### config.mk
export PLATFORM = sky130hd
export DESIGN_NAME = cricket_match_ctrl
export DESIGN_NICKNAME = d
export VERILOG_FILES = /design/src/rtl/cricket_match_ctrl.sv
export SDC_FILE = /design/constraint.sdc
export NUM_CORES = 1
export LEC_CHECK = 0
export ABC_AREA = 1
export CAP_MARGIN = 10
export CORE_MARGIN = 10
export CORE_UTILIZATION = 50
export DETAILED_ROUTE_END_ITERATION = 10
export DONT_BUFFER_PORTS = 1
export SYNTH_ARGS = -nofsm -noshare
export SYNTH_HDL_FRONTEND = slang
export SYNTH_SLANG_ARGS = --single-unit
### constraint.sdc
create_clock -name clk -period 4.6 [get_ports clk]
set_input_delay 0.92 -clock clk [delete_from_list [all_inputs] [get_ports clk]]
set_output_delay 0.92 -clock clk [all_outputs]
set_load 0.02 [all_outputs]
### src/rtl/cricket_match_ctrl.sv
// ---------------------------------------------------------------------------
// cricket_match_ctrl
// Two-innings limited-overs cricket match controller. Every rising edge of
// ball_sw scores one delivery whose outcome code comes either from a
// free-running Fibonacci LFSR or from force_code. The block counts runs,
// wickets, overs and balls, sets the chase target at the innings break and
// declares the winner (or a tie) when the second innings finishes.
//
// Ports
//   clk          system clock
//   reset        synchronous, active-low reset
//   ball_sw      bowl switch, one delivery per rising edge
//   team_switch  rising edge during the innings break starts innings 2
//   force_en     1 = take the outcome from force_code instead of the LFSR
//   force_code   forced outcome code
//   inning_over  high in the innings break and after the match ends
//   game_over    high once the match has ended
//   winner       0 = team batting first, 1 = chasing team (valid at game_over)
//   tie          scores level at the end of the match
//   innings      0 = first innings, 1 = second innings
//   lfsr_out     current LFSR state
//   last_code    outcome code of the most recent scored delivery
//   ball_valid   one-cycle pulse for each scored delivery
//   runs         runs in the current innings (saturating)
//   wickets      wickets in the current innings
//   over_cnt     completed overs
//   ball_cnt     legal balls bowled in the current over
//   target       first-innings runs + 1, zero during the first innings
// Outcome codes: 0 dot, 1..4 runs, 5 six, 6 wicket, 7 wide (+1, not a ball).
// ---------------------------------------------------------------------------
module cricket_match_ctrl #(
    parameter int unsigned         BALLS_PER_OVER = 32'd6,
    parameter int unsigned         OVERS          = 32'd20,
    parameter int unsigned         MAX_WICKETS    = 32'd10,
    parameter int unsigned         RUN_W          = 32'd10,
    parameter int unsigned         LFSR_W         = 32'd4,
    parameter logic [LFSR_W-1:0]   LFSR_TAPS      = 4'b1100,
    parameter logic [LFSR_W-1:0]   LFSR_SEED      = 4'b1001
) (
    input  logic                               clk,
    input  logic                               reset,
    input  logic                               ball_sw,
    input  logic                               team_switch,
    input  logic                               force_en,
    input  logic [2:0]                         force_code,
    output logic                               inning_over,
    output logic                               game_over,
    output logic                               winner,
    output logic                               tie,
    output logic                               innings,
    output logic [LFSR_W-1:0]                  lfsr_out,
    output logic [2:0]                         last_code,
    output logic                               ball_valid,
    output logic [RUN_W-1:0]                   runs,
    output logic [$clog2(MAX_WICKETS+1)-1:0]   wickets,
    output logic [$clog2(OVERS+1)-1:0]         over_cnt,
    output logic [$clog2(BALLS_PER_OVER)-1:0]  ball_cnt,
    output logic [RUN_W-1:0]                   target
);

    localparam int unsigned WK_W = $clog2(MAX_WICKETS + 32'd1);
    localparam int unsigned OV_W = $clog2(OVERS + 32'd1);
    localparam int unsigned BC_W = $clog2(BALLS_PER_OVER);

    typedef enum logic [1:0] {
        ST_INN1  = 2'd0,
        ST_BREAK = 2'd1,
        ST_INN2  = 2'd2,
        ST_DONE  = 2'd3
    } state_t;

    // Even-parity reduction used as the LFSR feedback bit.
    function automatic logic parity(input logic [LFSR_W-1:0] v);
        return ^v;
    endfunction

    // One LFSR step; an all-zero state (lock-up) is recovered by reseeding.
    function automatic logic [LFSR_W-1:0] lfsr_step(input logic [LFSR_W-1:0] s);
        logic [LFSR_W-1:0] n;
        if (s == {LFSR_W{1'b0}}) begin
            n = LFSR_SEED;
        end else begin
            n = {s[LFSR_W-2:0], parity(s & LFSR_TAPS)};
        end
        return n;
    endfunction

    state_t             state_r;
    logic [LFSR_W-1:0]  lfsr_r;
    logic               ball_sw_q_r;
    logic               team_sw_q_r;
    logic               inning_over_r;
    logic               game_over_r;
    logic               winner_r;
    logic               tie_r;
    logic               innings_r;
    logic [2:0]         last_code_r;
    logic               ball_valid_r;
    logic [RUN_W-1:0]   runs_r;
    logic [WK_W-1:0]    wickets_r;
    logic [OV_W-1:0]    over_cnt_r;
    logic [BC_W-1:0]    ball_cnt_r;
    logic [RUN_W-1:0]   target_r;

    logic               ball_edge_s;
    logic               team_edge_s;
    logic [2:0]         code_s;
    logic [2:0]         add_s;
    logic [RUN_W:0]     sum_s;
    logic [RUN_W-1:0]   runs_next_s;
    logic [WK_W-1:0]    wk_next_s;
    logic [OV_W-1:0]    ov_next_s;
    logic [BC_W-1:0]    bc_next_s;
    logic               innings_end_s;
    logic               chase_won_s;
    logic               tie_s;

    assign ball_edge_s = ball_sw & ~ball_sw_q_r;
    assign team_edge_s = team_switch & ~team_sw_q_r;
    assign code_s      = force_en ? force_code : lfsr_r[2:0];

    // Outcome decode: runs added by the current delivery.
    always_comb begin
        add_s = 3'd0;
        case (code_s)
            3'd0:    add_s = 3'd0;
            3'd1:    add_s = 3'd1;
            3'd2:    add_s = 3'd2;
            3'd3:    add_s = 3'd3;
            3'd4:    add_s = 3'd4;
            3'd5:    add_s = 3'd6;
            3'd6:    add_s = 3'd0;
            3'd7:    add_s = 3'd1;
            default: add_s = 3'd0;
        endcase
    end

    // Post-delivery score values; sum is one bit wider to detect saturation.
    always_comb begin
        sum_s       = {1'b0, runs_r} + {{(RUN_W - 32'd2){1'b0}}, add_s};
        runs_next_s = runs_r;
        wk_next_s   = wickets_r;
        ov_next_s   = over_cnt_r;
        bc_next_s   = ball_cnt_r;

        if (sum_s[RUN_W]) begin
            runs_next_s = {RUN_W{1'b1}};
        end else begin
            runs_next_s = sum_s[RUN_W-1:0];
        end

        if (code_s == 3'd6) begin
            wk_next_s = wickets_r + {{(WK_W - 32'd1){1'b0}}, 1'b1};
        end else begin
            wk_next_s = wickets_r;
        end

        // Wides are not legal balls and leave the over untouched.
        if (code_s != 3'd7) begin
            if (ball_cnt_r == BC_W'(BALLS_PER_OVER - 32'd1)) begin
                bc_next_s = {BC_W{1'b0}};
                ov_next_s = over_cnt_r + {{(OV_W - 32'd1){1'b0}}, 1'b1};
            end else begin
                bc_next_s = ball_cnt_r + {{(BC_W - 32'd1){1'b0}}, 1'b1};
                ov_next_s = over_cnt_r;
            end
        end else begin
            bc_next_s = ball_cnt_r;
            ov_next_s = over_cnt_r;
        end
    end

    // Innings termination and result decisions on the post-delivery values.
    always_comb begin
        innings_end_s = (wk_next_s == WK_W'(MAX_WICKETS)) ||
                        (ov_next_s == OV_W'(OVERS));
        chase_won_s   = (runs_next_s >= target_r);
        // Compare one bit wider so runs = all-ones cannot wrap into a tie.
        tie_s         = (({1'b0, runs_next_s} + {{RUN_W{1'b0}}, 1'b1}) ==
                         {1'b0, target_r});
    end

    // Match state machine, LFSR, edge detectors and all registered outputs.
    always_ff @(posedge clk) begin
        if (!reset) begin
            state_r       <= ST_INN1;
            lfsr_r        <= LFSR_SEED;
            ball_sw_q_r   <= 1'b1;
            team_sw_q_r   <= 1'b1;
            inning_over_r <= 1'b0;
            game_over_r   <= 1'b0;
            winner_r      <= 1'b0;
            tie_r         <= 1'b0;
            innings_r     <= 1'b0;
            last_code_r   <= 3'd0;
            ball_valid_r  <= 1'b0;
            runs_r        <= {RUN_W{1'b0}};
            wickets_r     <= {WK_W{1'b0}};
            over_cnt_r    <= {OV_W{1'b0}};
            ball_cnt_r    <= {BC_W{1'b0}};
            target_r      <= {RUN_W{1'b0}};
        end else begin
            lfsr_r       <= lfsr_step(lfsr_r);
            ball_sw_q_r  <= ball_sw;
            team_sw_q_r  <= team_switch;
            ball_valid_r <= 1'b0;

            case (state_r)
                ST_INN1, ST_INN2: begin
                    if (ball_edge_s) begin
                        ball_valid_r <= 1'b1;
                        last_code_r  <= code_s;
                        runs_r       <= runs_next_s;
                        wickets_r    <= wk_next_s;
                        over_cnt_r   <= ov_next_s;
                        ball_cnt_r   <= bc_next_s;
                        if (state_r == ST_INN1) begin
                            if (innings_end_s) begin
                                state_r       <= ST_BREAK;
                                inning_over_r <= 1'b1;
                                target_r      <= runs_next_s + {{(RUN_W - 32'd1){1'b0}}, 1'b1};
                            end else begin
                                state_r <= ST_INN1;
                            end
                        end else begin
                            // A winning run takes priority over a coincident all-out.
                            if (chase_won_s) begin
                                state_r       <= ST_DONE;
                                inning_over_r <= 1'b1;
                                game_over_r   <= 1'b1;
                                winner_r      <= 1'b1;
                                tie_r         <= 1'b0;
                            end else if (innings_end_s) begin
                                state_r       <= ST_DONE;
                                inning_over_r <= 1'b1;
                                game_over_r   <= 1'b1;
                                winner_r      <= 1'b0;
                                tie_r         <= tie_s;
                            end else begin
                                state_r <= ST_INN2;
                            end
                        end
                    end else begin
                        state_r <= state_r;
                    end
                end
                ST_BREAK: begin
                    if (team_edge_s) begin
                        state_r       <= ST_INN2;
                        inning_over_r <= 1'b0;
                        innings_r     <= 1'b1;
                        runs_r        <= {RUN_W{1'b0}};
                        wickets_r     <= {WK_W{1'b0}};
                        over_cnt_r    <= {OV_W{1'b0}};
                        ball_cnt_r    <= {BC_W{1'b0}};
                        last_code_r   <= 3'd0;
                    end else begin
                        state_r <= ST_BREAK;
                    end
                end
                ST_DONE: begin
                    state_r <= ST_DONE;
                end
                default: begin
                    state_r <= ST_INN1;
                end
            endcase
        end
    end

    assign inning_over = inning_over_r;
    assign game_over   = game_over_r;
    assign winner      = winner_r;
    assign tie         = tie_r;
    assign innings     = innings_r;
    assign lfsr_out    = lfsr_r;
    assign last_code   = last_code_r;
    assign ball_valid  = ball_valid_r;
    assign runs        = runs_r;
    assign wickets     = wickets_r;
    assign over_cnt    = over_cnt_r;
    assign ball_cnt    = ball_cnt_r;
    assign target      = target_r;

endmodule

Word level (Yosys, flattened, before mapping)
Memories as Yosys holds them, arrays and structs flattened.
Cells that the tools add are included.
W data, S select, Z words.
{ "word_totals": {"regBits": 49, "mem_bits_ro": 24, "inputBits": 8, "out_inout_bits": 45, "elab_cells": 97, "n_memories": 1} }
{ "mem_list": {"columns": ["memory", "depth", "word_bits", "rd", "rd_clocked_by_memory_dff", "wr", "line", "rtl"], "rows": [
  ["(no name shown)", 8, 3, 1, 0, 0, "125", "case (code_s)"]
]} }
{ "op_classes": {"add_sub_neg": 6, "magnitude_cmp": 1, "n_eq_ne": 12, "mux": 41, "bitwise": 6, "reduce_logical": 14} }
{ "op_table": {"columns": ["operator", "n"], "rows": [
  ["$mux W10", 3],
  ["$mux W5", 4],
  ["$pmux W10 S2", 1],
  ["$mux W3", 6],
  ["$mux W1", 15],
  ["$mux W4", 3],
  ["$pmux W3 S2", 2],
  ["$reduce_and A4 Y1", 3],
  ["$add A10 B1 Y11 const B", 1],
  ["$add A10 B3 Y11", 1],
  ["$eq A11 B10 Y1", 1],
  ["$add A10 B1 Y10 const B", 1],
  ["$ge A10 B10 Y1", 1],
  ["$pmux W5 S2", 1],
  ["$pmux W4 S2", 1],
  ["$eq A3 B3 Y1 const B", 2],
  ["$mux W2", 3],
  ["$ne A2 B2 Y1 const B", 3],
  ["$pmux W2 S3", 1],
  ["$add A5 B1 Y5 const B", 1],
  ["$eq A5 B5 Y1 const B", 1],
  ["$add A4 B1 Y4 const B", 1],
  ["$eq A2 B2 Y1 const B", 2],
  ["$eq A4 B4 Y1 const B", 1],
  ["other kinds (14)", 21]
]} }

Longest topological paths before layout
Gate-level depths: netlist of run 1.
{ "logic_depth": {"ltp_word": 10, "ltp_mapped": 28, "mapped_depth_nobuf": 28} }

Worst setup path after synthesis of run 1
OpenSTA, ideal clock, no wires.
{ "synth_timing": {"kind": "input to register", "from": "input force_en", "to": "register tie_r, in the netlist tie", "setup_ns": 0.069, "t_arrival_ns": 3.809, "required_time_ns": 4.531, "path_slack_ns": 0.722, "cell_stages": 26, "path_buffers": 1, "path_cell_list": "inv_2 nand2_1 nand2_1 inv_1 nor2_1 nor2_1 ha_1 fa_1 nand2_1 nand2_1 nand3_2 buf_6 nand3_1 ha_1 nand2_1 nor2_1 o211ai_1 nand3_1 nor2_1 nand3_1 nand2_1 inv_1 nand2_1 nor2_1 nand3_1 a21oi_2"} }
{ "synth_between": {"elab_chain_len": 8, "word_cells_on_any_way": 18, "classes_between": "add/sub: 2; order compare: 1; eq/ne: 5; mux: 6; reduce/logical: 3; memory: 1"} }
{ "synth_rtl": {"columns": ["item", "line", "rtl"], "rows": [
  ["start: declaration", "44", "input logic force_en,"],
  ["$mux W3 (*)", "120", "assign code_s = force_en ? force_code : lfsr_r[2:0];"],
  ["$mem_v2 Z8 W3", null, null],
  ["$add A10 B3 Y11", "140", "sum_s = {1'b0, runs_r} + {{(RUN_W - 32'd2){1'b0}}, add_s};"],
  ["$mux W10", "146", "if (sum_s[RUN_W]) begin"],
  ["$add A10 B1 Y11", "179", "tie_s = (({1'b0, runs_next_s} + {{RUN_W{1'b0}}, 1'b1}) =="],
  ["$eq A11 B10 Y1", "179", null],
  ["$mux W1", "233", "end else if (innings_end_s) begin"],
  ["$mux W1", "227", "if (chase_won_s) begin"],
  ["end signal: assignment", "238", "tie_r <= tie_s;"],
  ["end: declaration", "95", "logic tie_r;"]
]} }
Mark *: on every way between the ends. The rest lies on a longest branch, timed or not. The select of a mux whose other input is x is not followed.
A chain may end at the register's enable or synchronous reset.

Final worst setup path of run 1
Ends and elaborated chain as after synthesis.

==> results of run 1 <==
worst max-delay path by stage:
stage / slack, ps / start / cells after the start / end
2_1_floorplan: 720 / force_en / 26 / tie$_SDFFE_PN0P_
3_3_place_gp: 410 / force_en / 24 / tie$_SDFFE_PN0P_
3_5_place_dp: 230 / force_en / 24 / tie$_SDFFE_PN0P_
4_1_cts: 560 / force_en / 24 / tie$_SDFFE_PN0P_
5_1_grt: 130 / force_en / 23 / tie$_SDFFE_PN0P_
6_report: 560 / force_en / 24 / tie$_SDFFE_PN0P_
layout by cell type (no fill, tap or decap), types with 2 or more instances in the layout:
cell type  count
a21oi_1       25
clkbuf_8       5
clkinv_4       2
dfxtp_1       49
ha_1          17
inv_1         72
inv_2          3
nand2_1      121
nand2_2        8
nand3_1       38
nand3_2        4
nand3_4        3
nand4_1        3
nor2_1        43
nor2_4         2
nor3_1         4
o21a_1         2
o21ai_0       28
o21ai_1        2
o22ai_1       10
xnor2_1        2
xor2_1         4
area by class of cell:
type / count / area share
clock buffer: 5 / 0.02143
sequential: 49 / 0.3054
tap: 75 / 0.02922
multi-input combinational: 331 / 0.5481
inverter: 76 / 0.08882
clock inverter: 3 / 0.007012
routing by layer:
| layer | global-route usage | vias up | share of wire |
|---|---|---|---|
| met4 | 0.02977 | 0 | 0.0036 |
| met5 | 0 | - | 0 |
| met3 | 0.06272 | 2 | 0.095 |
| met1 | 0.2051 | 1273 | 0.47 |
| li1 | - | 1481 | - |
| met2 | 0.2437 | 78 | 0.43 |
flip-flops by register name, indices dropped and copies added, names as in the netlist, 3 cells and up, named ones only:
register / count
lfsr_out: 4
target: 10
over_cnt: 5
runs: 10
ball_cnt: 3
last_code: 3
wickets: 4
worst max-delay path: cells and delay by family:
family	cells	cell delay, ps
and+or+nand+nor	16	1910
adders and majority gates	3	980
AOI/OAI and AO/OA	2	260
buffers and inverters	3	200
power by group through the flow:
| stage | Sequential (mW) | Clock, mW | Combinational [mW] |
|---|---|---|---|
| 2_1_floorplan | 0.459 | 0 | 0.0930 |
| 3_3_place_gp | 0.463 | 0 | 0.113 |
| 3_5_place_dp | 0.463 | 0 | 0.114 |
| 4_1_cts | 0.453 | 0.278 | 0.115 |
| 5_1_grt | 0.454 | 0.295 | 0.133 |
| 6_report | 0.452 | 0.270 | 0.114 |
per-stage QoR:
step | setup slack (ps) | total power [mW] | hold slack, ps | util | instances
2_1_floorplan | 722.0 | 0.5523 | 475.6 | - | 462
3_3_place_gp | 410.4 | 0.5756 | 491.4 | 0.5271 | 531
3_5_place_dp | 233.8 | 0.5768 | 496.8 | 0.5271 | 531
4_1_cts | 558.8 | 0.8462 | 511.5 | 0.5425 | 539
5_1_grt | 126.8 | 0.8819 | 529.2 | 0.5425 | 539
6_report | 562.8 | 0.8360 | 507.3 | 0.5425 | 539
logic make-up after synthesis:
group	after synthesis	synth area share
and+or+nand+nor	232	0.3462
buffers and inverters	82	0.1035
AOI/OAI and AO/OA	75	0.1363
DFF	49	0.3208
adders and majority gates	18	0.07610
xor gates and xnor gates	6	0.01718
==> results.md, run 1 <==
- Peak supply drop: 0.0001505 V
- Int Power: 581.0 uW
- Layout fillers: 635
- Antenna Violating Nets Remaining: 0
- Crit start category: primary input
- TritonCTS Buffers: 5
- Worst EP arrival: 4280 ps
- Setup Buffers After CTS: 0
- Slowest CP cell: fa_1
- WP data required: 4840 ps
- Critical R2R Launch: lfsr_out[2]$_SDFF_PP0_
- Grt ovf: 0
- R2R depth: 23
- Count leader, synth: nand2_1
- Clk slew on worst S/H paths: 100 ps
- Initial Util: 0.5165
- Max cap viols: 0
- CTS Sinks: 49
- Row cnt: 28
- Synth Net Count: 488
- CP cell instances: inv_2, nand2_1, nand2_1, inv_1, nor2_1, nor2_1, ha_1, fa_1, nand2_1, nand2_1, nand3_2, nand2_1, ha_1, inv_1, nor2_1, o211ai_1, nand3_1, nor2_1, nand4_1, nor2_1, nand2_1, nor2_1, nand3_1, a21oi_2
- Largest net degree at the start of global routing: 23
- Hold depth: 2
- # nets final: 489
- Post-synth top area cell: dfxtp_1
- Die area: 9644 um2
- Synth Flop Type: dfxtp_1
- Inserted Diodes: 0
- Min Tclk post-route: 4037 ps
- Area contributors post-synth: dfxtp_1 32%, nand2_1 15%, inv_1 8.8%, ha_1 7.0%, nand3_1 6.2%
- Net switching power: 255.0 uW
- Drt pass-1 iters: 4
- Post-synthesis area per instance: 6.619 um2
- Synth-to-layout area growth: 5.033%
- Seq. cell area: 980.9 um2
- Share of layout cells above drive strength 1: 0.07328
- RePlAce Congestion: 0.9011
- Post-cts resize count: 0
- Initial antenna violation count: 0
- Seq cells post-synth: 49
- Post-synth cell types: 39
- PD cells: 260.3 nW/um2
- Largest stage delay on the critical path: 420 ps
- Final Cell Area: 3212 um2
- Final period utilization: 0.8777
- Hold/Removal Path Class: reg -> reg
- Clock power frac: 0.323
- DIE WIDTH: 98.21 um
- Via Count: 2834
- First-pass GRT wire length: 12.96 mm
- CP max FO: 11
- Leak Pwr: 1.516 nW
- # DRC: 0
- # H-tree levels: 2
- Synth warn: 0
- DR WL/cell: 14.63 um
- Most frequent cells after synthesis: 121 x nand2_1, 72 x inv_1, 49 x dfxtp_1, 43 x nor2_1, 38 x nand3_1
- Chip Height: 98.21 um
- Number of I/O port buffers: 0
- Fmax: 247.7 MHz
- RSZ-0062 raised after global routing: no
- DP Area: 3120 um2
- Crit end category: flip-flop
- Async SR Flop Fraction: 0
- CTS Hold Buffers Added: 0
- CTS tree: built
- Slew Viols, Final: 0
- CP Class: in -> reg
- Detail Placement HPWL: 6.228 mm
- Switching Fraction: 0.3050
- Hold_sp: state_r[0]$_SDFFE_PN0N_
- Yosys top cell area share: 0.3208
- Max clock buf depth: 2
- Seq pwr share: 0.541
- CTS root buf: clkbuf_8
- Worst R2R End: tie$_SDFFE_PN0P_
- Final hold violation count: 0
- Setup-failing EPs final: 0
- Combinational power share: 0.136
- Core ar.: 5921 um2
- Max_slew headroom: 0.5682
- Outcome: complete, no violations
- Initial drt markers: 148
- Number of enable flip-flop cells after synthesis: 0
- Clock Skews: 6.723 ps
- Area of the multi-input gates: 1760 um2
- Clock latency at the later pin of the worst-skew pair: 310 ps
- Via-to-Cell Ratio: 5.258
- Mapped Cells: 462
- Register-to-Register Setup Slack: 690 ps
- TNS Setup: 0 ps
- WL final: 7.886 mm
- Aggregate global-route resource usage: 0.1583
- Cell Area, Synth: 3058 um2
- I/O Pins: 53
- Slew @ Worst Pin: 645.9 ps
- Vias in the first global route: 2601
- Sequential share of the synthesized area: 0.3208
Note: power is estimated with default switching activity, not from simulation.
==> run 2: changes to the inputs <==
- CAP_MARGIN: 10 -> unset
==> results of run 2 <==
Same layout as run 1: the final DEF is identical, and so are final timing and power.
==> run 3: changes to the inputs <==
- MAX_ROUTING_LAYER: unset -> met4
- SKIP_LAST_GASP: unset -> 1
- TNS_END_PERCENT: unset -> 1
==> run 3 against run 2 <==
  * Critical path depth fell by 1
  * Sequential power barely moved
  * Design area rose by 0.62%
  * Utilization rose by 0.34 points
  * Worst setup slack got worse by 8.3 ps
==> results.md, run 3 (synthesized netlist as in run 1, its figures left out) <==
- Outcome: complete, no violations
- Largest net degree at the start of global routing: 23 (unchanged)
- Synth-to-layout area growth: 5.687%
- Die area: 9644 um2 (unchanged)
- Final period utilization: 0.8795 (+0.001806)
- Layout fillers: 615 (-3.1%)
- Initial antenna violation count: 0 (unchanged)
- Min Tclk post-route: 4046 ps (+8.306 ps)
- RSZ-0062 raised after global routing: no
- CTS tree: built
- RePlAce Congestion: 0.8979 (-0.36%)
- Commonest non-fill, non-tap cells in the layout: 121 x nand2_1, 72 x inv_1, 49 x dfxtp_1
- Detail Placement HPWL: 6.225 mm (about the same)
- Clock latency at the later pin of the worst-skew pair: 310 ps (about the same)
- Number of I/O port buffers: 0 (unchanged)
- Via-to-Cell Ratio: 5.312 (+1.0%)
- Clock Skews: 13.15 ps (+6.422 ps)
- Via Count: 2863 (+1.0%)
- Crit end category: flip-flop
- TritonCTS Buffers: 5 (unchanged)
- WP data required: 4840 ps (about the same)
- Row cnt: 28 (unchanged)
- DP Area: 3120 um2 (unchanged)
- CTS Sinks: 49 (unchanged)
- Hold/Removal Path Class: reg -> reg
- Max cap viols: 0 (unchanged)
- Share of layout cells above drive strength 1: 0.07112 (-0.002155)
- Leak Pwr: 1.523 nW (+0.48%)
- Antenna Violating Nets Remaining: 0 (unchanged)
- Setup-failing EPs final: 0 (unchanged)
- Slew @ Worst Pin: 651.4 ps (+5.481 ps)
- First-pass GRT wire length: 13.03 mm (+0.59%)
- Slew Viols, Final: 0 (unchanged)
- Aggregate global-route resource usage: 0.1647 (+0.006375)
- Peak supply drop: 0.0001821 V (+21%)
- CTS root buf: clkbuf_8
- Setup Buffers After CTS: 0 (unchanged)
- DIE WIDTH: 98.21 um (unchanged)
- CP max FO: 11 (unchanged)
- Post-cts resize count: 0 (unchanged)
- Inserted Diodes: 0 (unchanged)
- Initial drt markers: 124 (-16%)
- Util after Layout: 0.5459 (+0.003381)
- Max_slew headroom: 0.5645 (-0.003664)
- Commonest non-fill, non-tap cell in the layout: nand2_1
- DR WL/cell: 14.62 um (about the same)
- Vias in the first global route: 2638 (+1.4%)
- WL final: 7.882 mm (about the same)
- Drt pass-1 iters: 4 (unchanged)
- # nets final: 489 (unchanged)
- # H-tree levels: 2 (unchanged)
- Grt ovf: 0 (unchanged)
- Worst EP arrival: 4280 ps (about the same)
- Chip Height: 98.21 um (unchanged)
- Crit start category: primary input
- Final Cell Area: 3232 um2 (+0.62%)
- Final hold violation count: 0 (unchanged)
- CTS Hold Buffers Added: 0 (unchanged)
- TNS Setup: 0 ps (unchanged)
- Clk slew on worst S/H paths: 100 ps (about the same)
- CP Class: in -> reg
- Initial Util: 0.5165 (unchanged)
- Max clock buf depth: 2 (unchanged)
- # DRC: 0 (unchanged)
- Area of the multi-input gates: 1760 um2 (unchanged)
- Seq. cell area: 980.9 um2 (unchanged)
- I/O Pins: 53 (unchanged)
- Hold slack: 508.4 ps (+1.117 ps)
- PD cells: 275.0 nW/um2 (+5.7%)
- Core ar.: 5921 um2 (unchanged)
- Fmax: 247.2 MHz (-0.21%)
==> run 3: cell types whose count changed in the layout (fill, tap and decap cells not counted) <==
cell	change
clkbuf_1	+1
clkinv_2	-1
clkinv_4	-1
bufinv_16	+1
==> run 3: path summary, 6_finish.rpt <==
check | cells past startpoint | from | slack (ps) | to
max reg2reg | 22 | lfsr_out[2]$_SDFF_PP0_ | 690 | tie$_SDFFE_PN0P_
min | 2 | state_r[0]$_SDFFE_PN0N_ | 510 | flip-flop
min reg2reg | 2 | state_r[0]$_SDFFE_PN0N_ | 510 | flip-flop
max | 23 | force_en | 550 | tie$_SDFFE_PN0P_
==> run 3: final cells by class <==
cell class                 instances  area share
clock buffer                       6     0.02245
clock inverter                     2     0.01200
sequential                        49      0.3035
tap                               75     0.02904
multi-input combinational        331      0.5447
inverter                          76     0.08827
==> run 3: where the power goes <==
group	total, mW	internal (mW)	switching (mW)
logic	0.114	0.0392	0.0746
registers	0.452	0.433	0.0188
clock network	0.323	0.164	0.159
total	0.889	0.636	0.253
==> run 3: worst max-delay path: stages <==
cell     delay, ps
inv_2           40
nand2_1         40
nand2_1        110
inv_1          100
nor2_1         150
nor2_1          60
ha_1           220
fa_1           400
nand2_1         80
nand2_1        110
nand3_2        310
nand3_1        240
ha_1           360
nand2_1         90
nor4_1         290
nor2_1         130
nand3_1         90
nand2_1         90
inv_1          100
nand2_1         70
nor2_1         100
nand3_1         80
a21oi_2        110
==> run 3: metal layers <==
metal	track usage	up-vias	routed length (um)
li1	-	1485	-
met2	0.2472	76	3399
met4	0.03418	0	65
met1	0.2076	1294	3752
met5	-	-	0
met3	0.05920	8	663
==> run 3: through the flow <==
step | total power [mW] | setup WS [ps] | cells
floorplan | 0.5523 | 722.0 | 462
finish | 0.8889 | 554.5 | 539
CTS | 0.8952 | 562.4 | 539
global placement | 0.5757 | 404.7 | 531
global route | 0.9374 | 31.44 | 539
detailed placement | 0.5759 | 230.9 | 531
